`src/rtl/ibex_pkg_pext.sv`:
```
// Shared types for the P-extension 16x16 multiply/MAC group: the decoded
// operator, the multiplier FSM states and the per-operator control fields.
package ibex_pkg_pext;

   // Decoded operators of the 16x16 multiply group, plus two operators that
   // belong to other P-ext units and are unsupported here.
   typedef enum logic [5:0] {
      ZPN_SMBB16, ZPN_SMBT16, ZPN_SMTT16,
      ZPN_KMABB,  ZPN_KMABT,  ZPN_KMATT,
      ZPN_KHMBB,  ZPN_KHMBT,  ZPN_KHMTT,
      ZPN_KDMBB,  ZPN_KDMBT,  ZPN_KDMTT,
      ZPN_KDMABB, ZPN_KDMABT, ZPN_KDMATT,
      ZPN_KMDA,   ZPN_KMXDA,
      ZPN_SMDS,   ZPN_SMXDS,  ZPN_SMDRS,
      ZPN_KMADA,  ZPN_KMAXDA,
      ZPN_KMADS,  ZPN_KMAXDS, ZPN_KMADRS,
      ZPN_KMSDA,  ZPN_KMSXDA,
      ZPN_KHM16,  ZPN_KHMX16,
      ZPN_ADD16,  ZPN_SUB16
   } zpn_op_e;

   typedef enum logic [1:0] {
      MULT16_IDLE, MULT16_MUL0, MULT16_MUL1, MULT16_DONE
   } mult16_state_e;

   // Half-word pair feeding the multiplier: first letter selects the half
   // of rs1, second letter the half of rs2 (B = bottom, T = top).
   typedef enum logic [1:0] {
      HSEL_BB, HSEL_BT, HSEL_TB, HSEL_TT
   } mult16_hsel_e;

   // How one term (c, p0 or p1) enters the 34-bit accumulator.
   typedef enum logic [1:0] {
      COMB_NONE, COMB_ADD, COMB_SUB
   } mult16_comb_e;

   // Final clamp applied to the combined value.
   typedef enum logic [1:0] {
      SAT_NONE, SAT_16_Q15, SAT_32, SAT_DBL_32
   } mult16_sat_e;

   typedef struct packed {
      logic         supported;
      logic         two_prod;
      logic         lane_pack;
      mult16_hsel_e hsel0;
      mult16_hsel_e hsel1;
      mult16_comb_e comb_c;
      mult16_comb_e comb_p0;
      mult16_comb_e comb_p1;
      mult16_sat_e  sat;
   } mult16_ctrl_t;

endpackage

```
`src/rtl/ibex_pext_sat.sv`:
```
// Signed clamp of a 34-bit value to 32 and to 16 bits, each with a flag
// that is set only when the clamp changed the value.
module ibex_pext_sat (
   input  logic signed [33:0] value,
   output logic        [31:0] sat32,
   output logic               ov32,
   output logic        [15:0] sat16,
   output logic               ov16
);

   // Value fits when all bits above the target sign bit equal the sign.
   always_comb begin
      ov32  = !((&value[33:31]) || !(|value[33:31]));
      sat32 = ov32 ? (value[33] ? 32'h8000_0000 : 32'h7fff_ffff) : value[31:0];
      ov16  = !((&value[33:15]) || !(|value[33:15]));
      sat16 = ov16 ? (value[33] ? 16'h8000 : 16'h7fff) : value[15:0];
   end

endmodule

```
`src/rtl/ibex_pext_mult16.sv`:
```
// Multi-cycle 16x16 SIMD multiply/MAC unit. One shared signed 16x16
// multiplier is used once (single-product ops) or twice (two-product ops);
// the products are combined with the accumulate operand in 34 bits and
// clamped before being handed back over a valid/ready handshake.
//
// Handshake: a request is accepted on a clock edge where valid_i and
// ready_o are high and kill_i is low; a result is consumed on an edge where
// valid_o and ready_i are high and kill_i is low. kill_i outside IDLE drops
// the operation. ready_o is high only in IDLE, valid_o only in DONE.
//
// Build option: define IBEX_PEXT_KHM16_EN to support KHM16/KHMX16 as
// two-product ops with two packed Q15 lanes; otherwise they are unsupported.
module ibex_pext_mult16
   import ibex_pkg_pext::*;
(
   input  logic        clk_i,
   input  logic        rst_ni,
   input  zpn_op_e     zpn_operator_i,
   input  logic        valid_i,
   output logic        ready_o,
   input  logic [31:0] op_a_i,
   input  logic [31:0] op_b_i,
   input  logic [31:0] op_c_i,
   input  logic        kill_i,
   output logic        valid_o,
   input  logic        ready_i,
   output logic [31:0] result_o,
   output logic        ov_o
);

   // Operator to datapath control.
   function automatic mult16_ctrl_t mult16_decode(input zpn_op_e op);
      mult16_ctrl_t c;
      c           = '0;
      c.supported = 1'b1;
      c.comb_p0   = COMB_ADD;
      case (op)
         ZPN_SMBB16, ZPN_KMABB, ZPN_KHMBB, ZPN_KDMBB, ZPN_KDMABB: c.hsel0 = HSEL_BB;
         ZPN_SMBT16, ZPN_KMABT, ZPN_KHMBT, ZPN_KDMBT, ZPN_KDMABT: c.hsel0 = HSEL_BT;
         ZPN_SMTT16, ZPN_KMATT, ZPN_KHMTT, ZPN_KDMTT, ZPN_KDMATT: c.hsel0 = HSEL_TT;
         ZPN_KMXDA, ZPN_SMXDS, ZPN_KMAXDA, ZPN_KMAXDS, ZPN_KMSXDA, ZPN_KHMX16: begin
            c.hsel0 = HSEL_TB;
            c.hsel1 = HSEL_BT;
         end
         default: begin
            c.hsel0 = HSEL_TT;
            c.hsel1 = HSEL_BB;
         end
      endcase
      case (op)
         ZPN_SMBB16, ZPN_SMBT16, ZPN_SMTT16: c.sat = SAT_NONE;
         ZPN_KMABB, ZPN_KMABT, ZPN_KMATT: begin
            c.comb_c = COMB_ADD;
            c.sat    = SAT_32;
         end
         ZPN_KHMBB, ZPN_KHMBT, ZPN_KHMTT: c.sat = SAT_16_Q15;
         ZPN_KDMBB, ZPN_KDMBT, ZPN_KDMTT: c.sat = SAT_DBL_32;
         ZPN_KDMABB, ZPN_KDMABT, ZPN_KDMATT: begin
            c.comb_c = COMB_ADD;
            c.sat    = SAT_DBL_32;
         end
         ZPN_KMDA, ZPN_KMXDA: begin
            c.two_prod = 1'b1;
            c.comb_p1  = COMB_ADD;
            c.sat      = SAT_32;
         end
         ZPN_SMDS, ZPN_SMXDS: begin
            c.two_prod = 1'b1;
            c.comb_p1  = COMB_SUB;
         end
         ZPN_SMDRS: begin
            c.two_prod = 1'b1;
            c.comb_p0  = COMB_SUB;
            c.comb_p1  = COMB_ADD;
         end
         ZPN_KMADA, ZPN_KMAXDA: begin
            c.two_prod = 1'b1;
            c.comb_c   = COMB_ADD;
            c.comb_p1  = COMB_ADD;
            c.sat      = SAT_32;
         end
         ZPN_KMADS, ZPN_KMAXDS: begin
            c.two_prod = 1'b1;
            c.comb_c   = COMB_ADD;
            c.comb_p1  = COMB_SUB;
            c.sat      = SAT_32;
         end
         ZPN_KMADRS: begin
            c.two_prod = 1'b1;
            c.comb_c   = COMB_ADD;
            c.comb_p0  = COMB_SUB;
            c.comb_p1  = COMB_ADD;
            c.sat      = SAT_32;
         end
         ZPN_KMSDA, ZPN_KMSXDA: begin
            c.two_prod = 1'b1;
            c.comb_c   = COMB_ADD;
            c.comb_p0  = COMB_SUB;
            c.comb_p1  = COMB_SUB;
            c.sat      = SAT_32;
         end
`ifdef IBEX_PEXT_KHM16_EN
         ZPN_KHM16, ZPN_KHMX16: begin
            c.two_prod  = 1'b1;
            c.lane_pack = 1'b1;
            c.sat       = SAT_16_Q15;
         end
`endif
         default: c.supported = 1'b0;
      endcase
      return c;
   endfunction

   // Sign-extended term for the 34-bit accumulator.
   function automatic logic signed [33:0] mult16_term(input logic [31:0] v,
                                                     input mult16_comb_e comb);
      case (comb)
         COMB_ADD: return {{2{v[31]}}, v};
         COMB_SUB: return -{{2{v[31]}}, v};
         default:  return '0;
      endcase
   endfunction

   mult16_state_e state_q;
   mult16_ctrl_t  ctrl_q;
   mult16_ctrl_t  ctrl_in;
   logic [31:0]   a_q, b_q, c_q, p0_q;

   mult16_hsel_e        hsel_cur;
   logic signed [15:0]  mul_a, mul_b;
   logic signed [31:0]  prod;
   logic [31:0]         fp0, fp1;
   logic signed [33:0]  acc, s1_in, s2_in;
   logic [31:0]         s1_sat32, s2_sat32;
   logic [15:0]         s1_sat16, s2_sat16;
   logic                s1_ov32, s2_ov32, s1_ov16, s2_ov16;
   logic [31:0]         res_d;
   logic                ov_d;

   assign ctrl_in = mult16_decode(zpn_operator_i);
   assign ready_o = (state_q == MULT16_IDLE);
   assign valid_o = (state_q == MULT16_DONE);

   // Shared multiplier: operand halves chosen by the product being formed.
   always_comb begin
      hsel_cur = (state_q == MULT16_MUL1) ? ctrl_q.hsel1 : ctrl_q.hsel0;
      mul_a    = (hsel_cur == HSEL_TB || hsel_cur == HSEL_TT) ? a_q[31:16] : a_q[15:0];
      mul_b    = (hsel_cur == HSEL_BT || hsel_cur == HSEL_TT) ? b_q[31:16] : b_q[15:0];
      prod     = mul_a * mul_b;
   end

   // Combine p0/p1/c and prepare the inputs of both clamp stages.
   always_comb begin
      fp0   = ctrl_q.two_prod ? p0_q : prod;
      fp1   = ctrl_q.two_prod ? prod : 32'h0;
      acc   = mult16_term(c_q, ctrl_q.comb_c) + mult16_term(fp0, ctrl_q.comb_p0)
            + mult16_term(fp1, ctrl_q.comb_p1);
      s1_in = acc;
      s2_in = '0;
      case (ctrl_q.sat)
         SAT_DBL_32: begin
            s1_in = {fp0[31], fp0, 1'b0};
            s2_in = (ctrl_q.comb_c != COMB_NONE)
                  ? ({{2{c_q[31]}}, c_q} + {{2{s1_sat32[31]}}, s1_sat32})
                  : {{2{s1_sat32[31]}}, s1_sat32};
         end
         SAT_16_Q15: begin
            s1_in = {{17{fp0[31]}}, fp0[31:15]};
`ifdef IBEX_PEXT_KHM16_EN
            s2_in = {{17{fp1[31]}}, fp1[31:15]};
`endif
         end
         default: s1_in = acc;
      endcase
   end

   ibex_pext_sat u_sat_s1 (
      .value (s1_in),
      .sat32 (s1_sat32),
      .ov32  (s1_ov32),
      .sat16 (s1_sat16),
      .ov16  (s1_ov16)
   );

   ibex_pext_sat u_sat_s2 (
      .value (s2_in),
      .sat32 (s2_sat32),
      .ov32  (s2_ov32),
      .sat16 (s2_sat16),
      .ov16  (s2_ov16)
   );

`ifndef IBEX_PEXT_KHM16_EN
   logic unused_lane;
   assign unused_lane = ^{ctrl_q.lane_pack, s2_sat16, s2_ov16};
`endif

   // Final result and saturation flag selected by the clamp kind.
   always_comb begin
      res_d = '0;
      ov_d  = 1'b0;
      case (ctrl_q.sat)
         SAT_NONE: res_d = acc[31:0];
         SAT_32: begin
            res_d = s1_sat32;
            ov_d  = s1_ov32;
         end
         SAT_DBL_32: begin
            res_d = s2_sat32;
            ov_d  = s1_ov32 | s2_ov32;
         end
         SAT_16_Q15: begin
`ifdef IBEX_PEXT_KHM16_EN
            if (ctrl_q.lane_pack) begin
               res_d = {s1_sat16, s2_sat16};
               ov_d  = s1_ov16 | s2_ov16;
            end else
`endif
            begin
               res_d = {{16{s1_sat16[15]}}, s1_sat16};
               ov_d  = s1_ov16;
            end
         end
         default: res_d = '0;
      endcase
   end

   // Control FSM with operand capture and registered result.
   always_ff @(posedge clk_i or negedge rst_ni) begin
      if (!rst_ni) begin
         state_q  <= MULT16_IDLE;
         ctrl_q   <= '0;
         a_q      <= '0;
         b_q      <= '0;
         c_q      <= '0;
         p0_q     <= '0;
         result_o <= '0;
         ov_o     <= 1'b0;
      end else begin
         case (state_q)
            MULT16_IDLE: begin
               if (valid_i && !kill_i) begin
                  a_q    <= op_a_i;
                  b_q    <= op_b_i;
                  c_q    <= op_c_i;
                  ctrl_q <= ctrl_in;
                  if (ctrl_in.supported) begin
                     state_q <= MULT16_MUL0;
                  end else begin
                     state_q  <= MULT16_DONE;
                     result_o <= '0;
                     ov_o     <= 1'b0;
                  end
               end
            end
            MULT16_MUL0: begin
               if (kill_i) begin
                  state_q <= MULT16_IDLE;
               end else if (ctrl_q.two_prod) begin
                  p0_q    <= prod;
                  state_q <= MULT16_MUL1;
               end else begin
                  result_o <= res_d;
                  ov_o     <= ov_d;
                  state_q  <= MULT16_DONE;
               end
            end
            MULT16_MUL1: begin
               if (kill_i) begin
                  state_q <= MULT16_IDLE;
               end else begin
                  result_o <= res_d;
                  ov_o     <= ov_d;
                  state_q  <= MULT16_DONE;
               end
            end
            MULT16_DONE: begin
               if (kill_i || ready_i) state_q <= MULT16_IDLE;
            end
            default: state_q <= MULT16_IDLE;
         endcase
      end
   end

endmodule

```
`config.mk`:
```
export PLATFORM = sky130hd
export DESIGN_NAME = ibex_pext_mult16
export DESIGN_NICKNAME = d
export VERILOG_FILES = /design/src/rtl/ibex_pkg_pext.sv /design/src/rtl/ibex_pext_sat.sv /design/src/rtl/ibex_pext_mult16.sv
export SDC_FILE = /design/constraint.sdc
export NUM_CORES = 2
export LEC_CHECK = 0
export BUFFER_PORTS_ARGS = -buffer_cell sky130_fd_sc_hd__buf_2
export CELL_PAD_IN_SITES_DETAIL_PLACEMENT = 1
export CELL_PAD_IN_SITES_GLOBAL_PLACEMENT = 2
export CORE_MARGIN = 8
export CORE_UTILIZATION = 40
export DETAILED_ROUTE_END_ITERATION = 16
export PLACE_DENSITY_LB_ADDON = 0.1
export RECOVER_POWER = 25
export SLEW_MARGIN = 20
export SYNTH_ARGS = -nofsm -noshare
export SYNTH_HDL_FRONTEND = slang
export SYNTH_SLANG_ARGS = --single-unit
```
`constraint.sdc`:
```
create_clock -name clk_i -period 20.4 [get_ports clk_i]
set_clock_uncertainty 0.05 [all_clocks]
set_input_delay 1.02 -clock clk_i [delete_from_list [all_inputs] [get_ports clk_i]]
set_output_delay 1.02 -clock clk_i [all_outputs]
set_load 0.01 [all_outputs]
```
Yosys cells after proc, flatten, opt, wreduce, memory -nomap -nowiden:

Cells that the tools add are included.

* bits in registers: 176
* latch bits: 0
* memory bits (writable): 0
* ROM bits: 0
* word-level logic and storage cells: 158
* memories kept: 0

* $add $sub $neg: 6
* multiply operators: 1
* div/mod/pow operators: 0
* magnitude comparators: 0
* eq/ne operators: 48
* shift operators: 0
* muxes and demuxes: 46
* bitwise operators: 2
* reductions and logical operators: 41

Operator list (count)
* $mux 32: 11
* $pmux 34 s2: 4
* $pmux 32 s4: 1
* $neg 34->34: 3
* $pmux 32 s3: 1
* $eq 6x5->1 const B: 12
* $add 34x34->34: 2
* $mux 34: 2
* $mux 16: 4
* $eq 6x4->1 const B: 8
* $add 32x32->33: 1
* $mul 16x16->32: 1
* $reduce_or 27->1: 1
* $eq 6x3->1 const B: 4
* $reduce_or 12->1: 2
* $reduce_or 6->1: 4
* $reduce_and 19->1: 1
* $reduce_or 19->1: 1
* $eq 2x2->1 const B: 9
* $mux 2: 7
* $reduce_or 13->1: 1
* $eq 2x1->1 const B: 6
* $eq 6x2->1 const B: 2
* $pmux 2 s3: 2
* other kinds (22): 54

Depth between registers and ports, before layout:

* depth after elaboration: 28
* depth in mapped cells: 72

Modules after synthesis:

Synthesis repeated with hierarchy kept, for this count alone.

* cells, all modules: 3266
* area total of the unflattened synthesis: 27636.5 um2

By module, submodules not included
* ibex_pext_mult16: times used 1, cells an instance 3114, area each 26535.4 um2
* ibex_pext_sat: times used 2, cells an instance 76, area each 550.5 um2

Worst setup path before layout:

OpenSTA, ideal clock, no wires.

* path kind: register to register
* start: register state_q[0]
* end: register result_o[21]
* library setup time: 0.065 ns
* arrival: 16.076 ns
* data required time: 20.285 ns
* setup slack: 4.208 ns
* cell stages (with the launch flop): 69
* clock period less this slack: 16.192 ns
* cells stage by stage: dfrtp_1 -> inv_1 -> ha_1 -> mux2i_1 -> clkbuf_1 -> clkbuf_1 -> mux2i_1 -> clkbuf_1 -> nor2_1 -> fa_1 -> inv_1 -> fa_1 -> fa_1 -> fa_1 -> inv_1 -> fa_1 -> inv_1 -> fa_1 -> [33 not listed] -> a21oi_1 -> ha_1 -> fa_1 -> a21o_1 -> a211oi_1 -> o211ai_1 -> a21oi_1 -> or3_1 -> o21ai_0 -> nand3_1 -> a41o_1 -> a31oi_1 -> and2_1 -> clkbuf_1 -> a21oi_1 -> and3_1 -> o22ai_1 -> a22o_1

* word-level cells in the longest chain between the ends: 27

Ends and longest elaborated chain
* start: declaration: RTL line ibex_pext_mult16.sv:124 `mult16_state_e state_q;`
* start signal: assignment: RTL line ibex_pext_mult16.sv:231 `state_q <= MULT16_IDLE;`
* start signal: assignment: RTL line ibex_pext_mult16.sv:248 `state_q <= MULT16_MUL0;`
* start signal: assignment: RTL line ibex_pext_mult16.sv:250 `state_q <= MULT16_DONE;`
* $eq 2x2->1: RTL line ibex_pext_mult16.sv:146, ibex_pext_mult16.sv:240
* $mux 2: RTL line ibex_pext_mult16.sv:146 `hsel_cur = (state_q == MULT16_MUL1) ? ctrl_q.hsel1 : ctrl_q.hsel0;`
* $eq 2x2->1 (tied with other cells): RTL line ibex_pext_mult16.sv:147 `mul_a = (hsel_cur == HSEL_TB || hsel_cur == HSEL_TT) ? a_q[31:16] : a_q[15:0];`
* $logic_or 1x1->1 (on tied branches): RTL line ibex_pext_mult16.sv:147, ibex_pext_mult16.sv:148
* $mux 16 (on tied branches): RTL line ibex_pext_mult16.sv:147, ibex_pext_mult16.sv:148
* $mul 16x16->32: RTL line ibex_pext_mult16.sv:149 `prod = mul_a * mul_b;`
* $mux 32: RTL line ibex_pext_mult16.sv:154 `fp0 = ctrl_q.two_prod ? p0_q : prod;`
* $neg 34->34: RTL line ibex_pext_mult16.sv:119 `COMB_SUB: return -{{2{v[31]}}, v};`
* [11 not listed]
* $reduce_or 3->1: RTL line ibex_pext_sat.sv:13 `ov32 = !((&value[33:31]) || !(|value[33:31]));`
* $logic_not 1->1: RTL line ibex_pext_sat.sv:13
* $logic_or 1x1->1: RTL line ibex_pext_sat.sv:13
* $mux 32: RTL line ibex_pext_sat.sv:14 `sat32 = ov32 ? (value[33] ? 32'h8000_0000 : 32'h7fff_ffff) : value[31:0];`
* $pmux 32 s4: RTL line ibex_pext_mult16.sv:202 `case (ctrl_q.sat)`
* $mux 32: RTL line ibex_pext_mult16.sv:259 `end else if (ctrl_q.two_prod) begin`
* $mux 32: RTL line ibex_pext_mult16.sv:257 `if (kill_i) begin`
* $pmux 32 s3: RTL line ibex_pext_mult16.sv:240 `case (state_q)`
* end signal: assignment: RTL line ibex_pext_mult16.sv:263 `result_o <= res_d;`
* end signal: assignment: RTL line ibex_pext_mult16.sv:272 `result_o <= res_d;`
* end: declaration: RTL line ibex_pext_mult16.sv:27 `output logic [31:0] result_o,`

Parallel ways exist; a longest one is shown, timed or not. The select of a mux whose other input is x is not followed.
A chain may end at the register's enable or synchronous reset.

Final worst setup path:

* start: register state_q[0]
* end: register result_o[11]

Same word-level chain as after synthesis.

==> results.tsv <==
stage	metric	value	unit
cells_and_area	fin nets	3971	
sta	achievable clock frequency	0.05211	GHz
synth	Avg Inst Size Synth	8.323	µm²
grt	pin count of the biggest net entering global routing	111	
hold_path	Hold/Removal Path Class	reg2reg	
sta	Final Slew Violations	111	
routing	Initial DRT Pass Iterations	5	
synth	Yosys warning count	0	
floorplan	IO Pins	142	
routing	Detail Route Antenna Nets	0	
sta	# setup viols final	0	
clocking	CTS sink cnt	174	
critical_path	required time worst endpoint	20770	ps
floorplan	Cell Rows	97	
sta	Min Hold Slack	433.8	ps
grt	aggregate global-route resource usage	0.2911	
grt	vias in the first global route	27890	
routing	wire per inst	26.12	µm
cells_and_area	fin util	0.4353	
clocking	CTS tree	done	
routing	DRT Wirelength	114100	µm
grt	initial antenna violation count	4	
placement	IO Port Bufs	141	
run	max-cap viol count	1	
outcome	failing checks	max-capacitance violations, max-slew violations	
clocking	Reg clk slew, reported paths	90	ps
critical_path	CP startpoint kind	flip-flop	
synth	Synth cell types	108	
sta	final hold viol count	0	
sta	Fin Setup TNS	0	ps
grt	global-route wire length before repair	175500	µm
sta	crit share post-route	0.9408	
clocking	Longest Clk Path Bufs	2	
grt	Overflow after GRT	0	
synth	Async SR Flop Fraction	1.000	
critical_path	CP dominant cell by count	fa_1	
routing	vias	26210	
synth	post-synth net total	3930	
sta	slew at the pin closest to its max-slew limit	6652	ps
critical_path	worst setup path category	reg2reg	
routing	DR vias/cell	6.001	
placement	Detail Placement HPWL	93970	µm
critical_path	crit end category	flip-flop	
clocking	H-tree Lvls	4	
sta	Tmin final	19190	ps
floorplan	Starting Density	0.4019	
floorplan	core area	0.06979	mm²
cells_and_area	synth-to-layout area growth	8.311	%
synth	Synth Flop Type	dfrtp_1	
critical_path	slowest CP cell	a31oi_1	
routing	Initial DRC Count	2087	
synth	post-synthesis sequential area ratio	0.1552	
outcome	status	finished, violations left	
critical_path	Max stage delay on crit path	760	ps
placement	Placer Congestion	0.9514	
floorplan	Die Area	0.07885	mm²
floorplan	chip height	280.8	µm
synth	Post-Syn Area	0.02805	mm²
cells_and_area	layout cells sized above 1	0.1387	
clocking	CTS Root Cell	clkbuf_16	
critical_path	CP Max Fanout	15	
synth	Post-Syn Instances	3370	
synth	EDFF count, synth	0	
routing	DRC	0	
floorplan	DIE WIDTH	280.8	µm
sta	RSZ-0062 raised after global routing	no	
clocking	TritonCTS buffer count	17	
sta	Slew headroom	-3.435	
critical_path	WP data arrival	19560	ps
synth	flops & latches, synth	174	
clocking	worst-skew pair later-pin latency	500	ps
flip-flops by register name (all words and copies together) (netlist names):
register / count
a_q: 32
b_q: 32
c_q: 32
p0_q: 32
result_o: 32
ctrl_q: 11
state_q: 2
ov_o: 1
per-stage QoR:
step                      instances  area, µm²  setup slack (ps)
after detailed placement       4326      29650             401.6
final                          4367      30380              1209
after CTS                      4358      30290             297.3
after floorplan                3370      28050              4208
after global routing           4364      30370             247.4
after global placement         4325      29620             718.0
cell families (layout without fill, tap and decap cells):
| kind of cell | count (synthesis) | in the layout | share of synthesized area |
|---|---|---|---|
| AND/OR/NAND/NOR | 1045 | 1045 | 0.1730 |
| AO/OA/AOI/OAI | 826 | 826 | 0.1986 |
| buffers and inverters | 552 | 606 | 0.07557 |
| adder cells (fa/ha/maj) | 453 | 453 | 0.2816 |
| multiplexers | 198 | 198 | 0.07740 |
| flip-flops | 174 | 174 | 0.1552 |
| XOR/XNOR | 122 | 122 | 0.03859 |
| other | 0 | 3 | 0 |
worst paths after layout:
kind,startpoint,endpoint,slack (ps),depth (start not counted)
max in group asynchronous,rst_ni,ctrl_q[13],12730,1
worst max register to register,state_q[0],result_o[11],1210,61
worst min register to register,p0_q[4],p0_q[4],430,2
min in group asynchronous,rst_ni,a_q[27],2940,1
worst min-delay path,p0_q[4],p0_q[4],430,2
worst max-delay path,state_q[0],result_o[11],1210,61
cells in the final DEF, fill, tap and decap left out, drive strengths merged, types with 11 or more instances in the layout:
| master | n |
|---|---|
| a211o | 11 |
| a211oi | 41 |
| a21o | 54 |
| a21oi | 209 |
| a22o | 13 |
| a22oi | 40 |
| a31oi | 27 |
| and2 | 35 |
| and3 | 22 |
| buf | 194 |
| clkbuf | 18 |
| dfrtp | 174 |
| fa | 297 |
| ha | 156 |
| inv | 382 |
| mux2 | 145 |
| mux2i | 53 |
| nand2 | 377 |
| nand2b | 26 |
| nand3 | 68 |
| nand4 | 16 |
| nor2 | 292 |
| nor2b | 27 |
| nor3 | 67 |
| o211ai | 44 |
| o21a | 22 |
| o21ai | 176 |
| o21bai | 14 |
| o22ai | 11 |
| o311ai | 11 |
| o31a | 12 |
| o31ai | 30 |
| or2 | 48 |
| or3 | 20 |
| xnor2 | 76 |
| xor2 | 45 |
synthesized netlist by cell type, drive strengths merged, types with 10 or more instances:
cell type,n,share of area
nand4,16,0.0041
o31a,12,0.0037
o22ai,11,0.0025
a21boi,10,0.0029
inv,377,0.050
a211o,11,0.0034
nor2b,27,0.0063
a21o,54,0.015
mux2i,53,0.019
and3,22,0.0051
xnor2,76,0.024
o21ai,176,0.032
buf,53,0.0088
a31oi,27,0.0066
a21oi,209,0.038
o311ai,11,0.0034
nand2,377,0.051
and2,35,0.0078
fa,297,0.21
xor2,45,0.014
o2111ai,10,0.0031
or2,48,0.011
o211ai,44,0.012
nor3,67,0.013
nand3,68,0.012
ha,156,0.070
nor2,292,0.039
a22o,13,0.0041
nand2b,26,0.0058
o21a,22,0.0059
or3,20,0.0048
a22oi,40,0.011
a211oi,41,0.011
o31ai,30,0.0084
mux2,145,0.058
o21bai,14,0.0037
clkbuf,120,0.016
dfrtp,174,0.16
final cells by class:
cell class / instances / area [µm²]
flip-flops and latches: 174 / 4360
well taps: 940 / 1176
clock inverters: 15 / 211.5
inverters: 379 / 1423
repair buffers: 195 / 1122
clock buffers: 17 / 425.4
diodes: 3 / 7.507
fillers: 8330 / 39410
multi-input cells: 2644 / 21650
critical path: cells and delay by family (launching register included):
| family | cells | cell delay [ps] |
|---|---|---|
| AO/OA/AOI/OAI | 22 | 6260 |
| adder cells (fa/ha/maj) | 12 | 5060 |
| buffers and inverters | 8 | 1260 |
| flip-flops | 1 | 410 |
| multiplexers | 2 | 990 |
| AND/OR/NAND/NOR | 17 | 5020 |
metal layers:
metal / vias up / GRT usage / wire (µm)
met3: 107 / 0.05279 / 7854
met2: 815 / 0.4440 / 49900
li1: 11660 / - / -
met4: 2 / 0.06272 / 1952
met5: - / 0 / 13
met1: 13620 / 0.4264 / 54350
repair_timing:
| action | CTS | global route |
|---|---|---|
| endpoints found under the setup margin | 0 | 27 |
| gates resized for setup | 0 | 3 |
| hold buffers | 0 | 0 |
| setup buffers | 0 | 6 |
Power is left out: the tool's default activity adds up to more than one toggle a clock period on the data nets, which glitch-free logic cannot reach.
